### src/rtl/std_mem_pkg.sv
// std_mem_pkg
//   Shared types and constants for the std_seq_mem_d1 memory slice.
//   - mem_state_t : controller state (IDLE, CLEAR)
//   - CLEAR_BIT   : bit value replicated across a word by the clear sweep
//   - CNT_W       : width of the clear-sweep counter for a given address width
package std_mem_pkg;

  typedef enum logic {
    IDLE  = 1'b0,
    CLEAR = 1'b1
  } mem_state_t;

  // The clear sweep writes this bit into every position of a word.
  localparam logic CLEAR_BIT = 1'b0;

  // One extra bit keeps the sweep counter from wrapping when SIZE == 2**IDX_SIZE.
  function automatic int cnt_w(input int idx_size);
    return idx_size + 1;
  endfunction

endpackage

### src/rtl/std_seq_mem_d1_if.sv
// std_seq_mem_d1_if
//   Request/response bundle for std_seq_mem_d1.
//   master drives: addr0, write_data, write_en, read_en, clear
//   slave drives : read_data, done, busy, err
interface std_seq_mem_d1_if #(
  parameter int WIDTH    = 32,
  parameter int IDX_SIZE = 4
);

  logic [IDX_SIZE-1:0] addr0;
  logic [WIDTH-1:0]    write_data;
  logic                write_en;
  logic                read_en;
  logic                clear;
  logic [WIDTH-1:0]    read_data;
  logic                done;
  logic                busy;
  logic                err;

  modport master (
    output addr0, write_data, write_en, read_en, clear,
    input  read_data, done, busy, err
  );

  modport slave (
    input  addr0, write_data, write_en, read_en, clear,
    output read_data, done, busy, err
  );

endinterface

### src/rtl/std_seq_mem_clear_fsm.sv
// std_seq_mem_clear_fsm
//   Clear-sweep controller: walks addresses 0..SIZE-1, one per cycle,
//   after a clear request seen in IDLE. Only built with STD_SEQ_MEM_CLEAR_EN.
//   Ports:
//     clk, reset_n   : clock, asynchronous active-low reset
//     clear          : clear request (honoured only in IDLE)
//     idle           : controller is in IDLE and may accept requests
//     busy           : sweep in progress
//     sweep_en       : write CLEAR word to sweep_addr at this edge
//     sweep_addr     : word being cleared this cycle
//     sweep_last     : this cycle clears the final word
module std_seq_mem_clear_fsm
  import std_mem_pkg::*;
#(
  parameter int SIZE     = 16,
  parameter int IDX_SIZE = 4
) (
  input  logic                clk,
  input  logic                reset_n,
  input  logic                clear,
  output logic                idle,
  output logic                busy,
  output logic                sweep_en,
  output logic [IDX_SIZE-1:0] sweep_addr,
  output logic                sweep_last
);

  localparam int                CW   = cnt_w(IDX_SIZE);
  localparam logic [CW-1:0]     LAST = CW'(SIZE - 1);
  localparam logic [CW-1:0]     ONE  = CW'(1);

  mem_state_t    state, state_nxt;
  logic [CW-1:0] cnt, cnt_nxt;

  always_ff @(posedge clk or negedge reset_n) begin
    if (!reset_n) begin
      state <= IDLE;
      cnt   <= '0;
    end else begin
      state <= state_nxt;
      cnt   <= cnt_nxt;
    end
  end

  always_comb begin
    state_nxt  = state;
    cnt_nxt    = cnt;
    sweep_en   = 1'b0;
    sweep_last = 1'b0;
    case (state)
      IDLE: begin
        if (clear) begin
          state_nxt = CLEAR;
          cnt_nxt   = '0;
        end
      end
      CLEAR: begin
        sweep_en = 1'b1;
        if (cnt == LAST) begin
          sweep_last = 1'b1;
          state_nxt  = IDLE;
          cnt_nxt    = '0;
        end else begin
          cnt_nxt = cnt + ONE;
        end
      end
      default: begin
        state_nxt = IDLE;
        cnt_nxt   = '0;
      end
    endcase
  end

  assign idle       = (state == IDLE);
  assign busy       = (state == CLEAR);
  assign sweep_addr = cnt[IDX_SIZE-1:0];

endmodule

### src/rtl/std_seq_mem_d1.sv
// std_seq_mem_d1
//   Single-port word memory with registered (1-cycle) read, done/err pulses
//   and an optional whole-array clear sweep.
//   Optional feature macro: STD_SEQ_MEM_CLEAR_EN (builds the clear sweep;
//   without it, clear is ignored and busy is tied low).
//   Ports:
//     clk, reset_n : clock, asynchronous active-low reset
//     bus (slave)  : addr0, write_data, write_en, read_en, clear in;
//                    read_data, done, busy, err out
module std_seq_mem_d1
  import std_mem_pkg::*;
#(
  parameter int WIDTH    = 32,
  parameter int SIZE     = 16,
  parameter int IDX_SIZE = 4
) (
  input  logic                clk,
  input  logic                reset_n,
  std_seq_mem_d1_if.slave     bus
);

  localparam logic [IDX_SIZE:0] SIZE_W = (IDX_SIZE + 1)'(SIZE);

  logic [WIDTH-1:0]    mem [SIZE];
  logic                idle;
  logic                clr_take_p0;
  logic                req_vld_p0;
  logic                in_range_p0;
  logic                sweep_en;
  logic                sweep_last;
  logic [IDX_SIZE-1:0] sweep_addr;

`ifdef STD_SEQ_MEM_CLEAR_EN
  std_seq_mem_clear_fsm #(
    .SIZE     (SIZE),
    .IDX_SIZE (IDX_SIZE)
  ) u_clear_fsm (
    .clk        (clk),
    .reset_n    (reset_n),
    .clear      (bus.clear),
    .idle       (idle),
    .busy       (bus.busy),
    .sweep_en   (sweep_en),
    .sweep_addr (sweep_addr),
    .sweep_last (sweep_last)
  );
  assign clr_take_p0 = idle & bus.clear;
`else
  logic unused_clear;
  assign unused_clear = bus.clear;
  assign idle         = 1'b1;
  assign bus.busy     = 1'b0;
  assign sweep_en     = 1'b0;
  assign sweep_last   = 1'b0;
  assign sweep_addr   = '0;
  assign clr_take_p0  = 1'b0;
`endif

  // A clear accepted in IDLE swallows any read/write presented with it.
  assign req_vld_p0  = idle & ~clr_take_p0 & (bus.write_en | bus.read_en);
  assign in_range_p0 = ({1'b0, bus.addr0} < SIZE_W);

  // ---- stage p0 -> p1: array update (memory contents are never reset) ----
  always_ff @(posedge clk) begin
    if (sweep_en) begin
      mem[sweep_addr] <= {WIDTH{CLEAR_BIT}};
    end else if (req_vld_p0 && bus.write_en && in_range_p0) begin
      mem[bus.addr0] <= bus.write_data;
    end
  end

  // ---- stage p0 -> p1: registered read result and status pulses ----
  // The read samples mem before this edge's write lands, so a same-cycle
  // read/write to one address returns the old word.
  always_ff @(posedge clk or negedge reset_n) begin
    if (!reset_n) begin
      bus.read_data <= '0;
      bus.done      <= 1'b0;
      bus.err       <= 1'b0;
    end else begin
      bus.done <= req_vld_p0 | sweep_last;
      bus.err  <= req_vld_p0 & ~in_range_p0;
      if (req_vld_p0 && bus.read_en) begin
        bus.read_data <= in_range_p0 ? mem[bus.addr0] : '0;
      end
    end
  end

endmodule

### src/flat_wrapper.sv
// flat-port wrapper written by rule: the top's interface ports become plain ports
module std_seq_mem_d1_flat import std_mem_pkg::*;
#(
  parameter int WIDTH    = 32,
  parameter int SIZE     = 16,
  parameter int IDX_SIZE = 4
)
  (clk, reset_n, bus_addr0, bus_write_data, bus_write_en, bus_read_en, bus_clear, bus_read_data, bus_done, bus_busy, bus_err);
  std_seq_mem_d1_if #(.WIDTH(WIDTH), .IDX_SIZE(IDX_SIZE)) bus_i ();
  input  logic clk;
  input  logic reset_n;
  input wire logic [$bits(bus_i.addr0)-1:0] bus_addr0;
  input wire logic [$bits(bus_i.write_data)-1:0] bus_write_data;
  input wire logic [$bits(bus_i.write_en)-1:0] bus_write_en;
  input wire logic [$bits(bus_i.read_en)-1:0] bus_read_en;
  input wire logic [$bits(bus_i.clear)-1:0] bus_clear;
  output wire logic [$bits(bus_i.read_data)-1:0] bus_read_data;
  output wire logic [$bits(bus_i.done)-1:0] bus_done;
  output wire logic [$bits(bus_i.busy)-1:0] bus_busy;
  output wire logic [$bits(bus_i.err)-1:0] bus_err;
  assign bus_i.addr0 = bus_addr0;
  assign bus_i.write_data = bus_write_data;
  assign bus_i.write_en = bus_write_en;
  assign bus_i.read_en = bus_read_en;
  assign bus_i.clear = bus_clear;
  assign bus_read_data = bus_i.read_data;
  assign bus_done = bus_i.done;
  assign bus_busy = bus_i.busy;
  assign bus_err = bus_i.err;
  std_seq_mem_d1 #(.WIDTH(WIDTH), .SIZE(SIZE), .IDX_SIZE(IDX_SIZE)) u_core (.clk(clk), .reset_n(reset_n), .bus(bus_i));
endmodule
### config.mk
export PLATFORM = sky130hd
export DESIGN_NAME = std_seq_mem_d1_flat
export DESIGN_NICKNAME = d
export VERILOG_FILES = /design/src/rtl/std_mem_pkg.sv /design/src/rtl/std_seq_mem_d1_if.sv /design/src/rtl/std_seq_mem_clear_fsm.sv /design/src/rtl/std_seq_mem_d1.sv /design/src/flat_wrapper.sv
export SDC_FILE = /design/constraint.sdc
export NUM_CORES = 1
export LEC_CHECK = 0
export ABC_CLOCK_PERIOD_IN_PS = 3100
export BUFFER_PORTS_ARGS = -buffer_cell sky130_fd_sc_hd__clkbuf_2
export CORE_UTILIZATION = 69
export CTS_BUF_LIST = sky130_fd_sc_hd__clkbuf_8
export CTS_CLUSTER_DIAMETER = 30
export CTS_CLUSTER_SIZE = 20
export DETAILED_ROUTE_END_ITERATION = 8
export GPL_TIMING_DRIVEN = 0
export PLACE_DENSITY = 0.84
export SYNTH_ARGS = -nofsm -noshare
export SYNTH_HDL_FRONTEND = slang
export SYNTH_HIERARCHICAL = 1
export SYNTH_SLANG_ARGS = --single-unit
export TNS_END_PERCENT = 5
### constraint.sdc
create_clock -name clk -period 3.1 [get_ports clk]
set_input_delay 0.62 -clock clk [delete_from_list [all_inputs] [get_ports clk]]
set_output_delay 0.62 -clock clk [all_outputs]
set_load 0.01 [all_outputs]
==> impl_metrics.toml <==
[global_route]
grt_pass1_vias = 12241
remaining_global_route_overflow = 0
grt_antenna_before_repair = 0
grt_start_max_net_pins = 34
gr-usage-all-layers_pct = 35.6
grt_first_pass_wirelength_mm = 77.6

[hold_path]
min-delay-path-class = "input port to asynchronous set/reset pin"

[detailed_routing]
drt-total-wl_mm = 53.5
avgViaCountPerCell = 6.96
detail_route_met2_wl_mm = 25.3
detailroute.wirelength.met3_mm = 6.85
detail-route-antenna-nets = 0
drcViolationCount = 0
post_drt_wl_per_cell_um = 30.7
vias = 12131
top_layer_used = "met4"
met1_length_mm = 18.6
first_pass_iters = 6
drt_iter0_drc = 1729

[timing]
final-max-slew-violation-count = 0
hold_violations = 0
grt_setup_unrepaired = "false"
setup-violations-final = 0
worst_clock_skew_ns = 0.0330
fin_crit_sh_pct = 99.7
clock_period_minus_worst_slack_ns = 3.09
fmax_ghz = 0.324
tightestPinTransition_ns = 1.23
totalNegativeSetupSlack_ns = 0
slew_headroom_pct = 18.1

[pwr]
p_leak_nw = 8.54
power.ir.vdd_worst_mv = 0.391
power_density_nw_per_um2 = 666
design_power_total_mw = 16.2

[clock_tree]
cts.hold.buffers_added = 0
clk_path_buf_depth = 3
cts_made_buffers = 79
clock-sinks = 545
cts_setup_buffers = 0
clock_tree.htree_level_count = 3
insertion_delay_ns = 0.63
tritoncts = "done"
clk_transition_reported_paths_ns = 0.07
clock_tree.root_cell = "clkbuf_8"

[critical_path]
worstPathBufferInverterCount = 5
startpoint_type = "input port"
cp_slowest_stage_delay_ns = 0.71
crit-reg2reg-launch = "u_core/mem[5][7]"
cp-startpoint = "bus_addr0[1]"
timing_worst_setup_path_type = "input port to flop"
critical_path.reg2reg.endpoint = "u_core/bus.read_data[7]"
cp_cell_sequence = "clkbuf_2, buf_6, clkbuf_1, buf_2, nand2_1, nor2_4, buf_16"
timing.critical_path.depth = 7
cp_data_required_time_ns = 3.40
r2r_slack_ns = 1.56
worst_path_max_delay_cell = "nor2_4"
timing.critical_path.max_delay_family = "buffers and inverters"
worstPathArrival_ns = 3.39
critical_path_peak_fanout = 17
crit_path_capture_type = "flop"
r2r_cells = 4

[place]
place_area_um2 = 22300
gp_routability_congestion = 0.812
port_buffer_cells = 68
detailed_place_hpwl_mm = 30.2
placedCellCount = 1598

[cells_and_area]
postLayoutCoreUtil_pct = 81.6
final_layout_size_suffix_gt1_share_pct = 24.8
finalNetCount = 1330
fill_cells = 1314
stdcell_count = 1742
regArea_um2 = 16200
synthToLayoutAreaGrowth_pct = 16.0
total_area_of_multi_input_combinational_cells_um2 = 4370
stdcell_area_um2 = 24200
antenna_cells_inserted = 0

[die]
design.portCount = 76
floorplan.initialDensity_pct = 70.3
die_h_um = 176
dieArea_um2 = 31000
die_width_um = 176
num_rows = 63
core_um2 = 29700

[synth]
postSynthCellCount = 1113
synth_edf_count = 512
post_synth_num_cell_types = 31
synth_warn = 6
synth_sequential_area_ratio_pct = 77.5
yosys-top-cells-area = "edfxtp_1 (74%), mux2i_1 (9.2%), dfrtp_1 (4.0%)"
synth_commonest_cells = "edfxtp_1 (512), mux2i_1 (192), nor2_1 (77)"
netlist_area_um2 = 20900
yosys.cell_count.top_type = "edfxtp_1"
synth_flop_cell = "edfxtp_1"
post-synth-top-area-cell = "edfxtp_1"
ys_ff_latch = 545
synth_top_area_share_pct = 73.6
post_synthesis_mean_instance_area_um2 = 18.8
ys_async_sr_fraction_pct = 6.06

[run]
cap_violations = 0

[status]
outcome = "finished clean"
-- sequential cells by signal, summed over array words and instances (netlist names) --
register / flops
u_core/mem: 512
u_core/bus.done: 1
u_core/bus.read_data: 32
-- per-stage QoR --
step | setup WS [ns] | hold WS, ns
3_3_place_gp | -3.81 | 0.532
5_1_grt | 0.0418 | 0.290
6_report | 0.00899 | 0.244
2_1_floorplan | -0.924 | 0.324
4_1_cts | 0.134 | 0.258
3_5_place_dp | -0.405 | 0.531
-- layout make-up --
| class | count | area share, % |
|---|---|---|
| multi-input cells | 500 | 18.0 |
| well taps | 390 | 2.01 |
| plain buffers | 69 | 1.88 |
| clock inverters | 59 | 3.11 |
| clock buffers | 85 | 4.83 |
| repair buffers | 94 | 3.31 |
| flip-flops and latches | 545 | 66.8 |
-- worst max path at each step --
stage / endpoint / slack, ns
2_1_floorplan: u_core/mem[12][0] / -0.92
3_3_place_gp: u_core/mem[12][16] / -3.81
3_5_place_dp: u_core/mem[7][16] / -0.41
4_1_cts: u_core/mem[11][21] / 0.13
5_1_grt: u_core/mem[11][21] / 0.04
6_report: u_core/mem[11][21] / 0.009
-- worst register-to-register path: cells and delay by family (launching register included) --
kind	cells	cell delay (ns)
AO/OA/AOI/OAI	2	0.26
flip-flops	1	0.44
multiplexers	1	0.54
AND/OR/NAND/NOR	1	0.14
-- cell families (layout without fill, tap and decap cells) --
logic type | Yosys count | count (layout) | synth area share (%)
AO/OA/AOI/OAI | 145 | 145 | 4.92
buffers and inverters | 69 | 307 | 2.18
flip-flops | 545 | 545 | 77.5
multiplexers | 224 | 224 | 12.6
other | 1 | 2 | 0.0179
AND/OR/NAND/NOR | 129 | 129 | 2.72
-- report_power, final --
group          internal, mW  total, mW  switching, mW
clock                  3.96       6.86           2.90
combinational         0.336      0.966          0.629
sequential             8.24       8.33         0.0853
-- placed cells by master (no fill, tap or decap), types with 17 or more instances in the layout --
cell type  instances
clkbuf_1          19
buf_2             22
clkbuf_8          85
clkbuf_2          68
mux4_2            32
a221oi_1          17
a31oi_1           32
nor2_1            65
buf_6             23
o22ai_1           54
mux2i_1          192
dfrtp_1           33
nand2_1           17
edfxtp_1         512
-- routing by layer --
layer  track usage, %  vias to the layer above
li1                 -                     4843
met1             48.6                     5980
met2             54.9                     1087
met3             7.49                      221
met4             19.0                        0
met5                0                        -
-- repair_timing --
item	4_1_cts	5_1_grt
setup endpoints to repair	0	6
endpoints found under the hold margin	0	0
resized for setup	0	1
Note: power is estimated with default switching activity, not from simulation.
